<file path="src/rtl/pp_pkg.sv">
// Shared types and constants for the packet parser.
// Latency: n/a (package only).
// Backpressure: n/a.
package pp_pkg;

    typedef enum logic [2:0] {
        ST_IDLE,
        ST_HDR,
        ST_PAYLOAD,
        ST_CRC,
        ST_DONE
    } state_t;

    // data_sel encodings with a dedicated length rule
    localparam logic [3:0] OP0 = 4'd0;
    localparam logic [3:0] OP1 = 4'd1;

    localparam logic [7:0] CRC_POLY = 8'h07;

    // Byte offsets inside a packet; the CRC byte sits at len + PAYLOAD_OFS
    localparam logic [4:0] HDR0_OFS    = 5'd0;
    localparam logic [4:0] HDR1_OFS    = 5'd1;
    localparam logic [4:0] PAYLOAD_OFS = 5'd2;

    // Payload length (1..16) from header byte 0 = {data_sel, byte_cnt}
    function automatic logic [4:0] calc_len(input logic [7:0] hdr0);
        logic [3:0] sel;
        logic [3:0] cnt;
        logic [4:0] l;
        sel = hdr0[7:4];
        cnt = hdr0[3:0];
        case (sel)
            OP0:     l = {3'b000, cnt[3:2]} + 5'd1;
            OP1:     l = {2'b00, cnt[3:2], 1'b0} + {4'b0000, (cnt[1] | cnt[0])} + 5'd1;
            default: l = {1'b0, cnt} + 5'd1;
        endcase
        return l;
    endfunction

endpackage

</file>
<file path="src/rtl/packet_parser_crc.sv">
// One CRC-8 step (poly 0x07, MSB-first, no reflection) over a whole byte.
// Latency: combinational.
// Backpressure: none.
module crc8_byte_step
    import pp_pkg::*;
(
    input  logic [7:0] crc_in,
    input  logic [7:0] data_in,
    output logic [7:0] crc_out
);

    // Fold the byte in, then shift out eight bits with conditional polynomial XOR
    always_comb begin
        logic [7:0] c;
        c = crc_in ^ data_in;
        for (int i = 0; i < 8; i++) begin
            if (c[7]) begin
                c = {c[6:0], 1'b0} ^ CRC_POLY;
            end else begin
                c = {c[6:0], 1'b0};
            end
        end
        crc_out = c;
    end

endmodule

</file>
<file path="src/rtl/packet_parser.sv">
// Reads one packet (header, payload, CRC) from byte memory, copies payload out, checks CRC.
// Latency: start to irq = len + 5 cycles; reads issued back-to-back.
// Backpressure: none; start is ignored unless idle.
module packet_parser
    import pp_pkg::*;
(
    input  logic        clk,
    input  logic        reset,
    input  logic        start,
    input  logic [13:0] addr_in,
    input  logic [13:0] addr_out,
    output logic [13:0] mem_rd_addr,
    input  logic [31:0] mem_rd_data,
    output logic        out_we,
    output logic [13:0] out_addr,
    output logic [7:0]  out_data,
    output logic        busy,
    output logic        irq,
    output logic        crc_err,
    output logic [4:0]  len,
    output logic [7:0]  crc_ext
);

    state_t      state_q, state_d;
    logic [13:0] rd_addr_q, rd_addr_d;
    logic [13:0] wr_addr_q, wr_addr_d;
    logic [4:0]  idx_q, idx_d;         // packet offset of the address currently issued
    logic [1:0]  lane_q, lane_d;       // byte lane of last cycle's read
    logic [7:0]  crc_q, crc_d;
    logic [4:0]  len_q, len_d;
    logic [7:0]  crc_ext_q, crc_ext_d;
    logic        crc_err_q, crc_err_d;

    logic [7:0]  rx_byte;
    logic [7:0]  crc_next;
    logic        issue_more;

    assign rx_byte = mem_rd_data[{lane_q, 3'b000} +: 8];

    crc8_byte_step u_crc (
        .crc_in  (crc_q),
        .data_in (rx_byte),
        .crc_out (crc_next)
    );

    // Next-state, read issue, payload write and CRC bookkeeping
    always_comb begin
        state_d   = state_q;
        rd_addr_d = rd_addr_q;
        wr_addr_d = wr_addr_q;
        idx_d     = idx_q;
        lane_d    = rd_addr_q[1:0];
        crc_d     = crc_q;
        len_d     = len_q;
        crc_ext_d = crc_ext_q;
        crc_err_d = crc_err_q;
        out_we    = 1'b0;
        irq       = 1'b0;

        // Offsets 0 and 1 are issued before the new len is latched; any
        // stale len_q still allows them because len_q + 2 >= 2.
        issue_more = (idx_q < (len_q + PAYLOAD_OFS));

        if ((state_q == ST_HDR || state_q == ST_PAYLOAD) && issue_more) begin
            rd_addr_d = rd_addr_q + 14'd1;
            idx_d     = idx_q + 5'd1;
        end

        case (state_q)
            ST_IDLE: begin
                if (start) begin
                    state_d   = ST_HDR;
                    rd_addr_d = addr_in;
                    wr_addr_d = addr_out;
                    idx_d     = 5'd0;
                    crc_d     = 8'h00;
                    crc_err_d = 1'b0;
                end
            end
            ST_HDR: begin
                if (idx_q == HDR0_OFS + 5'd1) begin
                    len_d = calc_len(rx_byte);
                end
                if (idx_q == HDR1_OFS + 5'd1) begin
                    state_d = ST_PAYLOAD;
                end
            end
            ST_PAYLOAD: begin
                out_we    = 1'b1;
                crc_d     = crc_next;
                wr_addr_d = wr_addr_q + 14'd1;
                // Last payload byte returns in the cycle the CRC address is issued
                if (idx_q == len_q + PAYLOAD_OFS) begin
                    state_d = ST_CRC;
                end
            end
            ST_CRC: begin
                crc_ext_d = rx_byte;
                crc_err_d = (crc_q != rx_byte);
                state_d   = ST_DONE;
            end
            ST_DONE: begin
                irq     = 1'b1;
                state_d = ST_IDLE;
            end
            default: state_d = ST_IDLE;
        endcase
    end

    // State and datapath registers with synchronous reset
    always_ff @(posedge clk) begin
        if (reset) begin
            state_q   <= ST_IDLE;
            rd_addr_q <= 14'd0;
            wr_addr_q <= 14'd0;
            idx_q     <= 5'd0;
            lane_q    <= 2'd0;
            crc_q     <= 8'h00;
            len_q     <= 5'd0;
            crc_ext_q <= 8'h00;
            crc_err_q <= 1'b0;
        end else begin
            state_q   <= state_d;
            rd_addr_q <= rd_addr_d;
            wr_addr_q <= wr_addr_d;
            idx_q     <= idx_d;
            lane_q    <= lane_d;
            crc_q     <= crc_d;
            len_q     <= len_d;
            crc_ext_q <= crc_ext_d;
            crc_err_q <= crc_err_d;
        end
    end

    assign mem_rd_addr = rd_addr_q;
    assign out_addr    = wr_addr_q;
    assign out_data    = out_we ? rx_byte : 8'h00;
    assign busy        = (state_q != ST_IDLE);
    assign crc_err     = crc_err_q;
    assign len         = len_q;
    assign crc_ext     = crc_ext_q;

endmodule

</file>
<file path="config.mk">
export PLATFORM = sky130hd
export DESIGN_NAME = packet_parser
export DESIGN_NICKNAME = d
export VERILOG_FILES = /design/src/rtl/pp_pkg.sv /design/src/rtl/packet_parser_crc.sv /design/src/rtl/packet_parser.sv
export SDC_FILE = /design/constraint.sdc
export NUM_CORES = 1
export LEC_CHECK = 0
export ABC_AREA = 1
export BUFFER_PORTS_ARGS = -buffer_cell sky130_fd_sc_hd__clkbuf_2
export CORE_MARGIN = 8
export CORE_UTILIZATION = 57
export CTS_BUF_LIST = sky130_fd_sc_hd__clkbuf_16
export DETAILED_ROUTE_END_ITERATION = 12
export PLACE_DENSITY = 0.89
export SYNTH_ARGS = -nofsm -noshare
export SYNTH_HDL_FRONTEND = slang
export SYNTH_SLANG_ARGS = --single-unit
</file>
<file path="constraint.sdc">
create_clock -name clk -period 4.02 [get_ports clk]
set_clock_uncertainty 0.1 [all_clocks]
set_input_delay 0.201 -clock clk [delete_from_list [all_inputs] [get_ports clk]]
set_output_delay 0.201 -clock clk [all_outputs]
set_load 0.005 [all_outputs]
</file>
==> summary.txt, run 1 <==
Yosys
  • Synth area leaders: dfxtp_1 30%, nand2_1 15%, nand3_1 7.6%
  • Synth cell types: 45
  • Syn_nets: 689
  • #FFs+latches synth: 60
  • Share of the synthesized area in the top cell type: 29.5%
  • Main synth FF type: dfxtp_1
  • Seq/Total Area, Yosys: 29.5%
  • Warnings from Yosys: 0
  • Syn_area_per_cell: 6.70 sq um
  • Leading area contributor after synthesis: dfxtp_1
  • FFs w/ async S/R, synth: 0%
  • Post-synth EDFFs: 0
  • Synth Cell Area: 4070 sq um
  • Cells after Synth: 608

Critical path
  • Reg2Reg Capture Point: idx_q[4]
  • Critical Path Source Type: flip-flop
  • CP Capture Type: flip-flop
  • Setup Crit Path Kind: reg2reg
  • WP data arrival: 2.71 ns
  • CP top delay family: simple AND/OR/NAND/NOR gates
  • CP Max Fanout: 13
  • R2R Path Start: len[1]
  • CP bufs+invs: 2
  • Slowest Stage Delay on Critical Path: 0.34 ns
  • Critical-path top delay cell: dfxtp_1
  • FF-to-FF setup slack: 1.41 ns
  • Crit path required time: 4.12 ns
  • Reg2reg path depth: 15
  • Most frequent CP cell: nand2_1
  • Cells along the critical path: ha_1, xnor2_1, ha_1, nand2_1, nor3_1, inv_1, nor2_1, nor2_1, nand2_1, inv_2, nand2_1, nor2_1, nand2_1, nand2_1, nor3b_1
  • Crit path depth: 15

Layout
  • Layout area overhead: 22.4%
  • Ant diodes: 0
  • Fin util: 70.2%
  • Fin cells: 820
  • Fin area: 4980 sq um
  • Fin nets: 798
  • Layout cells sized above 1: 23.3%

Global routing
  • Global-route wire length before repair: 19,000 um
  • Number of antenna violations at the first check in global routing: 0
  • Total gr overflow: 0
  • Total GRT Usage: 23.2%
  • Largest net degree at the start of global routing: 38
  • Vias in the first global route: 4,205

Min path
  • Hold path startpoint: addr_in[9]
  • Hold depth: 3
  • WHS Endpoint: mem_rd_addr[9]
  • Min-delay worst type: in2reg

STA
  • Count of final hold-check violations: 0
  • Slew headroom: 29.4%
  • Final worst-path cycle share: 64.9%
  • Final setup fails: 0
  • Worst path setup slack after routing: 1.41 ns
  • Minimum clock period: 2.61 ns
  • Final-report max-slew violation count: 0
  • WHS: 0.00442 ns
  • RSZ-0062 raised after global routing: no
  • FMAX: 383 MHz
  • Worst Max-Slew Pin Slew: 1.05 ns
  • Total negative slack: 0 ns

Floorplanning
  • Site Rows: 31
  • Starting Density: 57.4%
  • Core Box Area: 7100 sq um
  • DIE AREA: 10,100 sq um
  • Die Wd: 101 um
  • Die Span Y: 101 um
  • I/O Pins: 116

Clock tree
  • Worst-Skew Late Latency: 0.33 ns
  • CTS buffer count: 9
  • CTS tree: done
  • Total clock sinks: 60
  • H-tree depth: 3
  • Post-CTS Hold Fix Bufs: 0
  • Post-cts sizing count: 0
  • CTS Buffer Depth: 2
  • Clock root buffer: clkbuf_16
  • Setup repair bufs after CTS: 0
  • Reg clk slew, reported paths: 0.06 ns

Power
  • P per Cell Area: 702 nW/um^2
  • Lkg Pwr: 2.45 nW
  • Peak VDD IR: 0.367 mV
  • Final Power: 3.50 mW

Drt
  • Routed vias/inst: 5.44
  • WL/cell: 14.3 um
  • WL met3: 734 um
  • Met2 wire length: 5950 um
  • TritonRoute pass-1 iters: 5
  • Final WL: 11,700 um
  • Antenna-violating nets left: 0
  • # DRC: 0
  • Met1 WL: 4770 um
  • DR top layer: met4
  • Initial DRC count: 220
  • Via Count: 4,457

Placed design
  • Hpwl dp: 8610 um
  • Final Wtd Congestion: 0.929
  • Placed cell areas: 4680 sq um
  • Placed Instances: 805
  • Pre-CTS WS: 1.41 ns
  • PortBufs: 115

Flow run
  • # Max-Cap Violations: 0

Run status
  • Status: finished, final reports clean
synthesized netlist by cell type (2+ instances only):
library cell,number
a211oi_1,6
a21o_1,2
a21oi_1,35
a31oi_1,8
buf_2,5
buf_4,2
buf_6,2
clkbuf_1,9
dfxtp_1,60
ha_1,18
inv_1,65
inv_2,4
nand2_1,160
nand2_2,11
nand2_4,2
nand3_1,62
nand3_2,7
nand3b_1,2
nand4_1,3
nor2_1,49
nor2_2,2
nor3_1,12
o211ai_1,10
o21ai_0,27
o21bai_1,2
o31ai_1,3
or2_0,2
or2_2,3
xnor2_1,10
xor2_1,8
xor2_2,2
xor2_4,2
routing by layer:
| layer | up-vias | global-route usage (%) |
|---|---|---|
| met3 | 23 | 4.70 |
| met5 | - | 0 |
| met2 | 199 | 40.2 |
| met4 | 0 | 9.77 |
| li1 | 2211 | - |
| met1 | 2024 | 27.2 |
power by group:
group	leakage (nW)	switching (mW)	internal, mW	total (mW)
Sequential	0.491	0.223	0.771	0.994
Clock	0.148	0.271	0.533	0.804
Combinational	1.82	1.06	0.635	1.70
Total	2.45	1.56	1.94	3.50
tightest hold or removal path, cell delays in order:
cell and delay [ns]:
clkbuf_2 0.07, o211ai_1 0.08, inv_1 0.05
cells in the final DEF (no fill, tap or decap), types with 2 or more instances in the layout:
cell type  netlist  routed
xor2_2           2       2
nand2_2         11      11
bufinv_16        0       2
a21oi_1         35      35
o21ai_0         27      27
ha_1            18      18
nor3_1          12      12
nand3_2          7       7
a31oi_1          8       8
clkinv_1         0       3
nand2_1        160     160
inv_1           65      65
nor2_1          49      49
a211oi_1         6       6
xor2_4           2       2
nand3_1         62      62
buf_4            2       3
or2_2            3       3
nand2_4          2       2
or2_0            2       2
o31ai_1          3       3
nor2_2           2       2
xnor2_1         10      10
nand3b_1         2       2
xor2_1           8       8
nand4_1          3       3
dfxtp_1         60      60
a21o_1           2       2
o211ai_1        10      10
clkbuf_2         0     115
inv_2            4       4
clkbuf_16        0       9
o21bai_1         2       2
area by class of cell:
cell class	instances	area, sq um
Clock inverter	6	80.1
Clock buffer	9	225
Inverter	71	274
Timing Repair Buffer	118	598
Fill cell	584	2110
Multi-Input combinational cell	457	2480
Sequential cell	60	1200
Tap cell	99	124
logic make-up after synthesis:
logic type / count (synthesis) / synth area share (%)
adders and majority gates: 18 / 5.53
DFF: 60 / 29.5
xor gates and xnor gates: 22 / 6.02
buffers and inverters: 91 / 9.56
and+or+nand+nor: 320 / 35.5
AOI/OAI and AO/OA: 97 / 13.9
worst max path at each step:
stage / start / endpoint
3_3_place_gp: len[1] / idx_q[4]
3_5_place_dp: len[1] / idx_q[4]
6_report: len[1] / idx_q[4]
2_1_floorplan: len[1] / mem_rd_addr[2]
4_1_cts: len[1] / idx_q[4]
5_1_grt: len[1] / idx_q[3]
state kept, by name (all words and copies together) (netlist names):
signal and cells:
crc_err 1, crc_ext 8, crc_q 8, idx_q 5
lane_q 2, len 5, mem_rd_addr 14, out_addr 14
state_q 3
Note: power is estimated with default switching activity, not from simulation.
==> inputs of run 2 (changes only) <==
Settings changed: CORE_UTILIZATION 57 to 48, PLACE_DENSITY 0.89 to 0.81.
Clock period 4.02 ns to 2.2 ns, I/O delays scaled along.
==> run 2 against run 1 <==
The run now ends with negative hold slack, negative setup slack left. Register-to-register slack lost 1.5 ns. Global-route usage is 1.5 points lower. Sequential share of layout area down 2.2 points. Critical path depth is the same. Non-clock buffer count increased by 43. Sequential cell count stayed put. Via count is 8.3% higher. Sequential power increased by 83%. Critical endpoint unchanged. Largest cell class unchanged. Highest routed layer unchanged.
==> summary.txt, run 2 (synthesized netlist as in run 1, its figures left out) <==
Clock tree
  • Worst-Skew Late Latency: 0.32 ns
  • Total clock sinks: 60
  • Reg clk slew, reported paths: 0.06 ns
  • CTS buffer count: 9
  • H-tree depth: 3
  • CTS Buffer Depth: 2
  • Clock root buffer: clkbuf_16
  • CTS tree: done

Placed design
  • Pre-CTS WS: -0.0818 ns
  • PortBufs: 115
  • Hpwl dp: 9490 um
  • Final Wtd Congestion: 0.871

Power
  • Peak VDD IR: 0.644 mV
  • Lkg Pwr: 2.71 nW
  • P per Cell Area: 1310 nW/um^2

Drt
  • WL/cell: 16.4 um
  • TritonRoute pass-1 iters: 7
  • # DRC: 0
  • Routed vias/inst: 5.55
  • Via Count: 4,828
  • WL met3: 1080 um
  • Met2 wire length: 7130 um
  • Met1 WL: 5470 um
  • Antenna-violating nets left: 0
  • Initial DRC count: 309
  • DR top layer: met4
  • Final WL: 14,200 um

Global routing
  • Total GRT Usage: 21.7%
  • Vias in the first global route: 4,676
  • Number of antenna violations at the first check in global routing: 0
  • Total gr overflow: 0
  • Largest net degree at the start of global routing: 31
  • Global-route wire length before repair: 20,900 um

Floorplanning
  • Core Box Area: 8220 sq um
  • Starting Density: 49.6%
  • Die Span Y: 108 um
  • DIE AREA: 11,700 sq um
  • I/O Pins: 116
  • Site Rows: 33
  • Die Wd: 108 um

STA
  • WHS: -0.00514 ns
  • Worst Max-Slew Pin Slew: 0.582 ns
  • Slew headroom: 61.2%
  • RSZ-0062 raised after global routing: yes
  • FMAX: 435 MHz
  • Final-report max-slew violation count: 0
  • Minimum clock period: 2.30 ns
  • Count of final hold-check violations: 1
  • Final setup fails: 14
  • Worst path setup slack after routing: -0.101 ns
  • Final worst-path cycle share: 105%

Run status
  • Violated checks: negative hold slack, negative setup slack
  • Status: finished with violations

Layout
  • Fin util: 67.3%
  • Layout area overhead: 35.9%
  • Most frequent cells in the layout: 149 x nand2_1, 115 x clkbuf_2, 64 x inv_1
  • Ant diodes: 0
  • Filler instances: 670
  • Multi-input gate area: 2630 sq um
  • Layout cells sized above 1: 30.2%
  • Fin nets: 841
  • Area occupied by registers: 1210 sq um
  • Most common cell after layout, fill and taps aside: nand2_1

Critical path
  • Setup Crit Path Kind: reg2reg
  • CP top delay family: simple AND/OR/NAND/NOR gates
  • Critical Path Source Type: flip-flop
  • CP Max Fanout: 7
  • WP data arrival: 2.39 ns
  • Cells along the critical path: ha_4, inv_2, ha_4, inv_2, nor3_2, inv_1, nor2_1, nor2_1, nand2_2, inv_4, nand2_1, nor2_2, nand2_2, nand2_1, nor3b_2
  • CP Capture Type: flip-flop
  • CP bufs+invs: 4
  • Slowest Stage Delay on Critical Path: 0.36 ns
  • Crit path required time: 2.29 ns
  • FF-to-FF setup slack: -0.10 ns
  • Critical-path top delay cell: dfxtp_4

Min path
  • Min-delay worst type: in2reg

Flow run
  • # Max-Cap Violations: 0
run 2: stage by stage:
| step | instances | hold WS (ns) | TNS [ns] | area [sq um] | total power [mW] |
|---|---|---|---|---|---|
| after floorplan | 608 | 0.0885 | 0 | 4070 | 4.00 |
| after global placement | 834 | 0.250 | 0 | 4870 | 5.06 |
| after detailed placement | 834 | 0.255 | -0.613 | 4870 | 5.20 |
| after CTS | 867 | 0.00735 | -0.00805 | 5360 | 6.81 |
| after global routing | 870 | 0.0200 | -2.94 | 5530 | 7.70 |
| final | 870 | -0.00514 | -0.793 | 5530 | 7.23 |
run 2: final cells by class:
cell class,instances,area share (%)
clock buffer,9,4.07
tap,105,2.38
timing repair buffer,161,17.7
clock inverter,7,1.49
inverter,71,5.00
multi-input combinational,457,47.5
sequential,60,21.9
run 2: path summary, 6_finish.rpt:
path | from | end | cells after the start
setup / recovery | len[1] | idx_q[4] | 15
hold reg to reg | out_addr[11] | out_addr[11] | 2
setup reg to reg | len[1] | idx_q[4] | 15
hold / removal | addr_in[6] | mem_rd_addr[6] | 5
run 2: timing repair:
item	4_1_cts	5_1_grt
buffers inserted	2	3
hold buffers	15	0
endpoints found under the hold margin	15	0
resized for setup	5	43
setup endpoints to repair	21	20
pin swaps	0	7
run 2: power by group:
part	internal (mW)	switching, mW	total (mW)
Combinational	1.56	2.37	3.92
Sequential	1.41	0.409	1.82
Clock	0.975	0.509	1.48
run 2: tightest hold or removal path: stages:
cell	delay, ns
clkbuf_2	0.07
nand2_1	0.04
nand2_1	0.05
o21ai_1	0.06
inv_1	0.05
run 2: metal layers:
metal	vias up	track usage [%]
met2	239	38.4
met4	0	9.91
met3	67	4.52
met5	-	0
met1	2231	24.4
li1	2291	-
